[src/rtl/spi_reg_arbiter.sv]
// Register-bus controller sharing one bus between SPI slave events and a local requester; event to bus_req in 2 edges, done on ack or TMO_CYC-cycle timeout.
// No backpressure: one SPI event is held (a newer one overwrites it); define LOC_FAIR_EN for alternating SPI/local priority.
module spi_reg_arbiter #(
    parameter int payload = 8,
    parameter int addrsz  = 7,
    parameter int TMO_CYC = 64
) (
    input  logic               clk,
    input  logic               reset,
    input  logic [addrsz-1:0]  spi_addr,
    input  logic               spi_addr_dv,
    input  logic               spi_rw,
    input  logic [payload-1:0] spi_rx_d,
    input  logic               spi_rxdv,
    output logic [payload-1:0] spi_tx_d,
    output logic               spi_tx_en,
    input  logic               loc_req,
    input  logic               loc_we,
    input  logic [addrsz-1:0]  loc_addr,
    input  logic [payload-1:0] loc_wdata,
    output logic               loc_done,
    output logic [payload-1:0] loc_rdata,
    output logic               bus_req,
    output logic               bus_we,
    output logic [addrsz-1:0]  bus_addr,
    output logic [payload-1:0] bus_wdata,
    input  logic               bus_ack,
    input  logic [payload-1:0] bus_rdata,
    output logic               tmo_err
);
    typedef enum logic [1:0] {IDLE, SPI_ACC, LOC_ACC} state_t;

    localparam int TW = (TMO_CYC > 1) ? $clog2(TMO_CYC) : 1;
    localparam logic [TW-1:0] TMO_LAST = TW'(TMO_CYC - 1);

    state_t             state;
    logic               addr_dv_q;
    logic               rxdv_q;
    logic               spi_pend;
    logic               cap_rw;
    logic [addrsz-1:0]  cap_addr;
    logic [payload-1:0] cap_data;
    logic [TW-1:0]      timer;
`ifdef LOC_FAIR_EN
    logic               last_spi;
`endif

    logic spi_evt;
    logic grant_spi;
    logic acc_end;

    always_comb begin
        spi_evt = (spi_addr_dv && !addr_dv_q && spi_rw) || (spi_rxdv && !rxdv_q && !spi_rw);
`ifdef LOC_FAIR_EN
        grant_spi = spi_pend && !(loc_req && last_spi);
`else
        grant_spi = spi_pend;
`endif
        acc_end = bus_ack || (timer == TMO_LAST);
    end

    always_ff @(posedge clk or posedge reset) begin
        if (reset) begin
            state     <= IDLE;
            addr_dv_q <= 1'b0;
            rxdv_q    <= 1'b0;
            spi_pend  <= 1'b0;
            cap_rw    <= 1'b0;
            cap_addr  <= '0;
            cap_data  <= '0;
            timer     <= '0;
            spi_tx_d  <= '0;
            spi_tx_en <= 1'b0;
            loc_done  <= 1'b0;
            loc_rdata <= '0;
            bus_req   <= 1'b0;
            bus_we    <= 1'b0;
            bus_addr  <= '0;
            bus_wdata <= '0;
            tmo_err   <= 1'b0;
`ifdef LOC_FAIR_EN
            last_spi  <= 1'b0;
`endif
        end else begin
            addr_dv_q <= spi_addr_dv;
            rxdv_q    <= spi_rxdv;
            loc_done  <= 1'b0;
            tmo_err   <= 1'b0;
            if (!addr_dv_q) begin
                spi_tx_en <= 1'b0;
            end
            if (spi_evt) begin
                spi_pend <= 1'b1;
                cap_addr <= spi_addr;
                cap_rw   <= spi_rw;
                cap_data <= spi_rx_d;
            end
            case (state)
                IDLE: begin
                    timer <= '0;
                    if (grant_spi) begin
                        state     <= SPI_ACC;
                        bus_req   <= 1'b1;
                        bus_we    <= !cap_rw;
                        bus_addr  <= cap_addr;
                        bus_wdata <= cap_data;
                        // an event landing on the grant edge stays pending
                        spi_pend  <= spi_evt;
`ifdef LOC_FAIR_EN
                        last_spi  <= 1'b1;
`endif
                    end else if (loc_req) begin
                        state     <= LOC_ACC;
                        bus_req   <= 1'b1;
                        bus_we    <= loc_we;
                        bus_addr  <= loc_addr;
                        bus_wdata <= loc_wdata;
`ifdef LOC_FAIR_EN
                        last_spi  <= 1'b0;
`endif
                    end
                end
                SPI_ACC, LOC_ACC: begin
                    if (acc_end) begin
                        state   <= IDLE;
                        bus_req <= 1'b0;
                        timer   <= '0;
                        tmo_err <= !bus_ack;
                        if (state == SPI_ACC) begin
                            if (!bus_we) begin
                                spi_tx_en <= 1'b1;
                                spi_tx_d  <= bus_ack ? bus_rdata : '1;
                            end
                        end else begin
                            loc_done <= 1'b1;
                            if (!bus_ack) begin
                                loc_rdata <= '1;
                            end else if (!bus_we) begin
                                loc_rdata <= bus_rdata;
                            end
                        end
                    end else begin
                        timer <= timer + 1'b1;
                    end
                end
                default: state <= IDLE;
            endcase
        end
    end
endmodule

[config.mk]
export PLATFORM = sky130hd
export DESIGN_NAME = spi_reg_arbiter
export DESIGN_NICKNAME = d
export VERILOG_FILES = /design/src/rtl/spi_reg_arbiter.sv
export SDC_FILE = /design/constraint.sdc
export NUM_CORES = 1
export LEC_CHECK = 0
export BUFFER_PORTS_ARGS = -buffer_cell sky130_fd_sc_hd__clkbuf_2
export CORE_MARGIN = 2
export CORE_UTILIZATION = 50
export CTS_CLUSTER_SIZE = 25
export DETAILED_ROUTE_END_ITERATION = 6
export PLACE_DENSITY_LB_ADDON = 0.08
export SYNTH_ARGS = -nofsm -noshare
export SYNTH_HDL_FRONTEND = slang
export SYNTH_SLANG_ARGS = --single-unit
[constraint.sdc]
create_clock -name clk -period 2.7 [get_ports clk]
set_input_delay 0.405 -clock clk [delete_from_list [all_inputs] [get_ports clk]]
set_output_delay 0.405 -clock clk [all_outputs]
set_load 0.005 [all_outputs]
Word-level counts from Yosys, hierarchy flattened
Cells that the tools add are included.
- flip-flop bits (word level): 63
- input bits: 46
- word-level logic and storage cells: 78
- add/subtract/negate cells: 1
- equality and inequality tests: 6
- mux-type cells: 32
- bitwise operators: 2
- reductions and logical operators: 20
- operator list (kind ; count):
    8-bit 2-to-1 mux ; 5
    1-bit 2-to-1 mux ; 18
    7-bit 2-to-1 mux ; 2
    6-bit one-hot mux with 2 select lines ; 1
    4-bit AND reduction ; 2
    6-bit by 1-bit adder with 6-bit output, second input constant ; 1
    6-bit == test, second input constant ; 1
    2-bit 2-to-1 mux ; 3
    6-bit 2-to-1 mux ; 1
    1-bit logical NOT ; 5
    1-bit logical AND ; 4
    2-bit != test, second input constant ; 2
    2-bit one-hot mux with 2 select lines ; 1
    2-bit AND reduction ; 2
    2-bit nonzero test ; 2
    3-bit != test, second input constant ; 1
    3-bit AND reduction ; 1
    2-bit by 1-bit == test with 1-bit output, second input constant ; 1
    2-bit == test, second input constant ; 1
    2-bit logical NOT ; 1
    1-bit logical OR ; 2
    1-bit NOT ; 2
    1-bit one-hot mux with 2 select lines ; 1
    2-bit OR reduction ; 1

Depth between registers and ports, before layout
- word-level depth: 7
- depth in mapped cells: 6
- gate-level depth less buffers: 6

Worst setup path after synthesis
No wires, ideal clock.
- path type: input to register
- start point: input port spi_rw
- end point: register cap_addr[6]
- data arrival time: 1.367 ns
- required time: 2.572 ns
- slack: 1.205 ns
- cell stages on the path: 4
- cell sequence: nor3b_1 > o21bai_2 > buf_4 > mux2_1
- cells in the longest elaborated chain, start to end: 3
- RTL lines (element ; line ; source):
    from (decl) ; 12 ; input logic spi_rw,
    1-bit logical NOT ; 53 ; spi_evt = (spi_addr_dv && !addr_dv_q && spi_rw) || (spi_rxdv && !rxdv_q && !spi_rw);
    1-bit logical AND ; 53 ;
    1-bit logical OR * ; 53 ;
    to (signal assigned) ; 94 ; cap_addr <= spi_addr;
    to (decl) ; 41 ; logic [addrsz-1:0] cap_addr;
Mark *: on every way between the ends. The rest lies on a longest branch, timed or not.
A chain may end at the register's enable or synchronous reset.

Worst setup path after layout
- start point: register bus_we
- end point: output port bus_we
- RTL lines (element ; line ; source):
    from (decl) ; 24 ; output logic bus_we,
    from (signal assigned) ; 104 ; bus_we <= !cap_rw;
    from (signal assigned) ; 115 ; bus_we <= loc_we;
No word-level cell between the ends.

==> impl_metrics.json <==
{
  "status": "completed",
  "synth_top_cell_area_share": 0.5767,
  "path_cells": "clkbuf_2",
  "max_slew_margin": 0.2333,
  "drive_above_1_share": 0.3270,
  "antenna_found_initial": 0,
  "fin_crit_ns": 1.723,
  "dr.pass1.iters": 4,
  "tightest_slew_ns": 1.150,
  "vias": 2040,
  "cts.reportedPaths.clkPinSlew_ns": 0.06,
  "p_per_area_nw_per_um2": 1017,
  "fmax_mhz": 580.5,
  "cts_root_buf": "clkbuf_8",
  "core_um2": 5205,
  "post-route-util": 0.6505,
  "cts_sinks": 63,
  "critPathArrivalTime_ns": 1.32,
  "grt_pass1_vias": 1959,
  "final_hold_viol_count": 0,
  "synth_commonest_cells": "dfrtp_1, nand2_1, mux2i_1",
  "ys_warn_count": 0,
  "clockPowerShare": 0.213,
  "cts_made_buffers": 9,
  "portBuffers": 81,
  "synthCells": 228,
  "cts.repair.resized": 0,
  "path_class": "register to output pin",
  "critPathMaxStageDelay_ns": 0.77,
  "cap_violations": 0,
  "crit_family": "flip-flops",
  "drtIter0Drc": 108,
  "critPathSlowestCell": "dfrtp_1",
  "yosysMostFrequentCell": "dfrtp_1",
  "fin_area_um2": 3386,
  "syn_avg_cell_area_um2": 11.99,
  "crit_required_ns": 2.30,
  "grt_overflow": 0,
  "ys_seq_area_frac": 0.5767,
  "switching_share": 0.3379,
  "power_switching_mw": 1.163,
  "grt_max_degree": 64,
  "vdd_ir_drop_max_mv": 0.5395,
  "synth_nets": 278,
  "cts_buffer_depth": 2,
  "synth-seq-cells": 63,
  "die-area_um2": 6075,
  "mappedNetlistArea_um2": 2734,
  "wl_per_cell_um": 14.28,
  "grt_pass1_wl_um": 9315,
  "layout.nets": 361,
  "cp.buffers_inverters": 1,
  "die_w_um": 77.95,
  "tns_ns": 0,
  "p_int_mw": 2.279,
  "post_dp_cell_area_um2": 3209,
  "drc": 0,
  "finalSetupViolCount": 0,
  "async_reset_ff_frac": 1.000,
  "yosysTopAreaCell": "dfrtp_1",
  "rows": 26,
  "area_growth_pct": 23.84,
  "report.final.slew_viol_count": 0,
  "insertedDiodeCount": 0,
  "hold_buffers": 0,
  "finalCritPeriodShare": 0.6380,
  "cts_setup_buffers": 0,
  "ant_nets": 0,
  "synth-edff-count": 0,
  "io_pins": 82,
  "finalClockSkew_ns": 0.008430,
  "hp-class": "input port to async pin",
  "hold_slack_ns": 0.1203,
  "crit_fanout": 20,
  "wl_um": 5498,
  "hpwl_um": 3756,
  "synth-main-ff-cell": "dfrtp_1",
  "combPwrFrac": 0.344,
  "clock_latency_ns": 0.32,
  "rsz0062_at_grt": "false",
  "ys_types": 33,
  "worstSetupStartpointType": "register",
  "synthTopCellsByArea": "dfrtp_1, mux2_1, mux2i_1, nand2_1, nand2b_1",
  "cts_tree": "built",
  "p_leak_nw": 1.639,
  "ctsHtreeMaxLevel": 3,
  "endpoint_kind": "output pin",
  "place.gp.congestion": 0.7873,
  "vias_per_cell": 5.299,
  "die_y_um": 77.95,
  "start_util": 0.5252,
  "track_usage": 0.1958,
  "pwr-share-seq": 0.443
}
-- worst min-delay path: cells and delay by family --
family	cells	cell delay, ns
buffers and inverters	3	0.44
-- worst paths after layout --
kind,start,to,slack [ns],cells past startpoint
worst min register to register,bus_wdata[1],bus_wdata[1],0.48,2
max in group asynchronous,reset,spi_tx_d[4],2.31,3
worst min-delay path,reset,cap_addr[3],0.12,3
min in group clk,spi_rxdv,rxdv_q,0.20,1
worst max-delay path,bus_we,bus_we,0.98,1
worst max register to register,grant_spi,bus_addr[4],1.00,2
-- routing by layer --
| metal | global-route usage | share of wire | vias up |
|---|---|---|---|
| met3 | 0.04767 | 0.061 | 7 |
| met5 | 0 | 0 | - |
| li1 | - | - | 983 |
| met2 | 0.3000 | 0.47 | 62 |
| met1 | 0.2695 | 0.46 | 988 |
| met4 | 0.07895 | 0.011 | 0 |
-- layout by cell type (no fill, tap or decap), drive strengths merged --
| cell | count |
|---|---|
| a21o | 3 |
| a21oi | 4 |
| a22o | 1 |
| a2bb2oi | 8 |
| a31o | 1 |
| a31oi | 1 |
| a32o | 1 |
| and3 | 1 |
| buf | 2 |
| clkbuf | 96 |
| dfrtp | 63 |
| ha | 4 |
| inv | 5 |
| mux2 | 15 |
| mux2i | 16 |
| nand2 | 22 |
| nand2b | 12 |
| nand3 | 2 |
| nand3b | 1 |
| nor2 | 6 |
| nor2b | 1 |
| nor3 | 2 |
| nor3b | 2 |
| o21ai | 27 |
| o21bai | 1 |
| o22a | 8 |
| o22ai | 1 |
| o31ai | 8 |
| or4 | 1 |
-- logic make-up after synthesis --
kind of cell               Yosys count  synth area share
AOI/OAI and AO/OA                   64            0.1625
adders and majority gates            4           0.01831
buffers and inverters               16           0.02472
DFF                                 63            0.5767
muxes                               31            0.1204
and+or+nand+nor                     50           0.09749
-- final cells by class --
| cell class | instances | area [um2] |
|---|---|---|
| Clock buffer | 15 | 176.4 |
| Fill cell | 436 | 1819 |
| Inverter | 5 | 18.77 |
| Multi-Input combinational cell | 149 | 1094 |
| Sequential cell | 63 | 1577 |
| Tap cell | 70 | 87.58 |
| Timing Repair Buffer | 83 | 432.9 |
-- stage by stage --
| stage | setup slack (ns) | cells | power [mW] |
|---|---|---|---|
| global route | 0.7646 | 385 | 3.693 |
| global placement | 0.8955 | 370 | 2.702 |
| floorplan | 0.7253 | 228 | 2.273 |
| finish | 0.9775 | 385 | 3.442 |
| CTS | 0.9758 | 385 | 3.479 |
| detailed placement | 0.8379 | 370 | 2.738 |
-- power by group through the flow --
stage	Sequential, mW	Clock [mW]	Combinational [mW]
floorplan	1.48	0	0.791
global placement	1.53	0	1.17
detailed placement	1.53	0	1.20
CTS	1.52	0.748	1.21
global route	1.57	0.791	1.33
finish	1.52	0.735	1.18
-- flip-flops by register name, indices dropped and copies added (netlist names), 2 cells and up --
signal and flops:
loc_rdata 8, cap_data 8, bus_wdata 8, timer 6
state 2, bus_addr 7, spi_tx_d 8, cap_addr 7
Note: power is estimated with default switching activity, not from simulation.
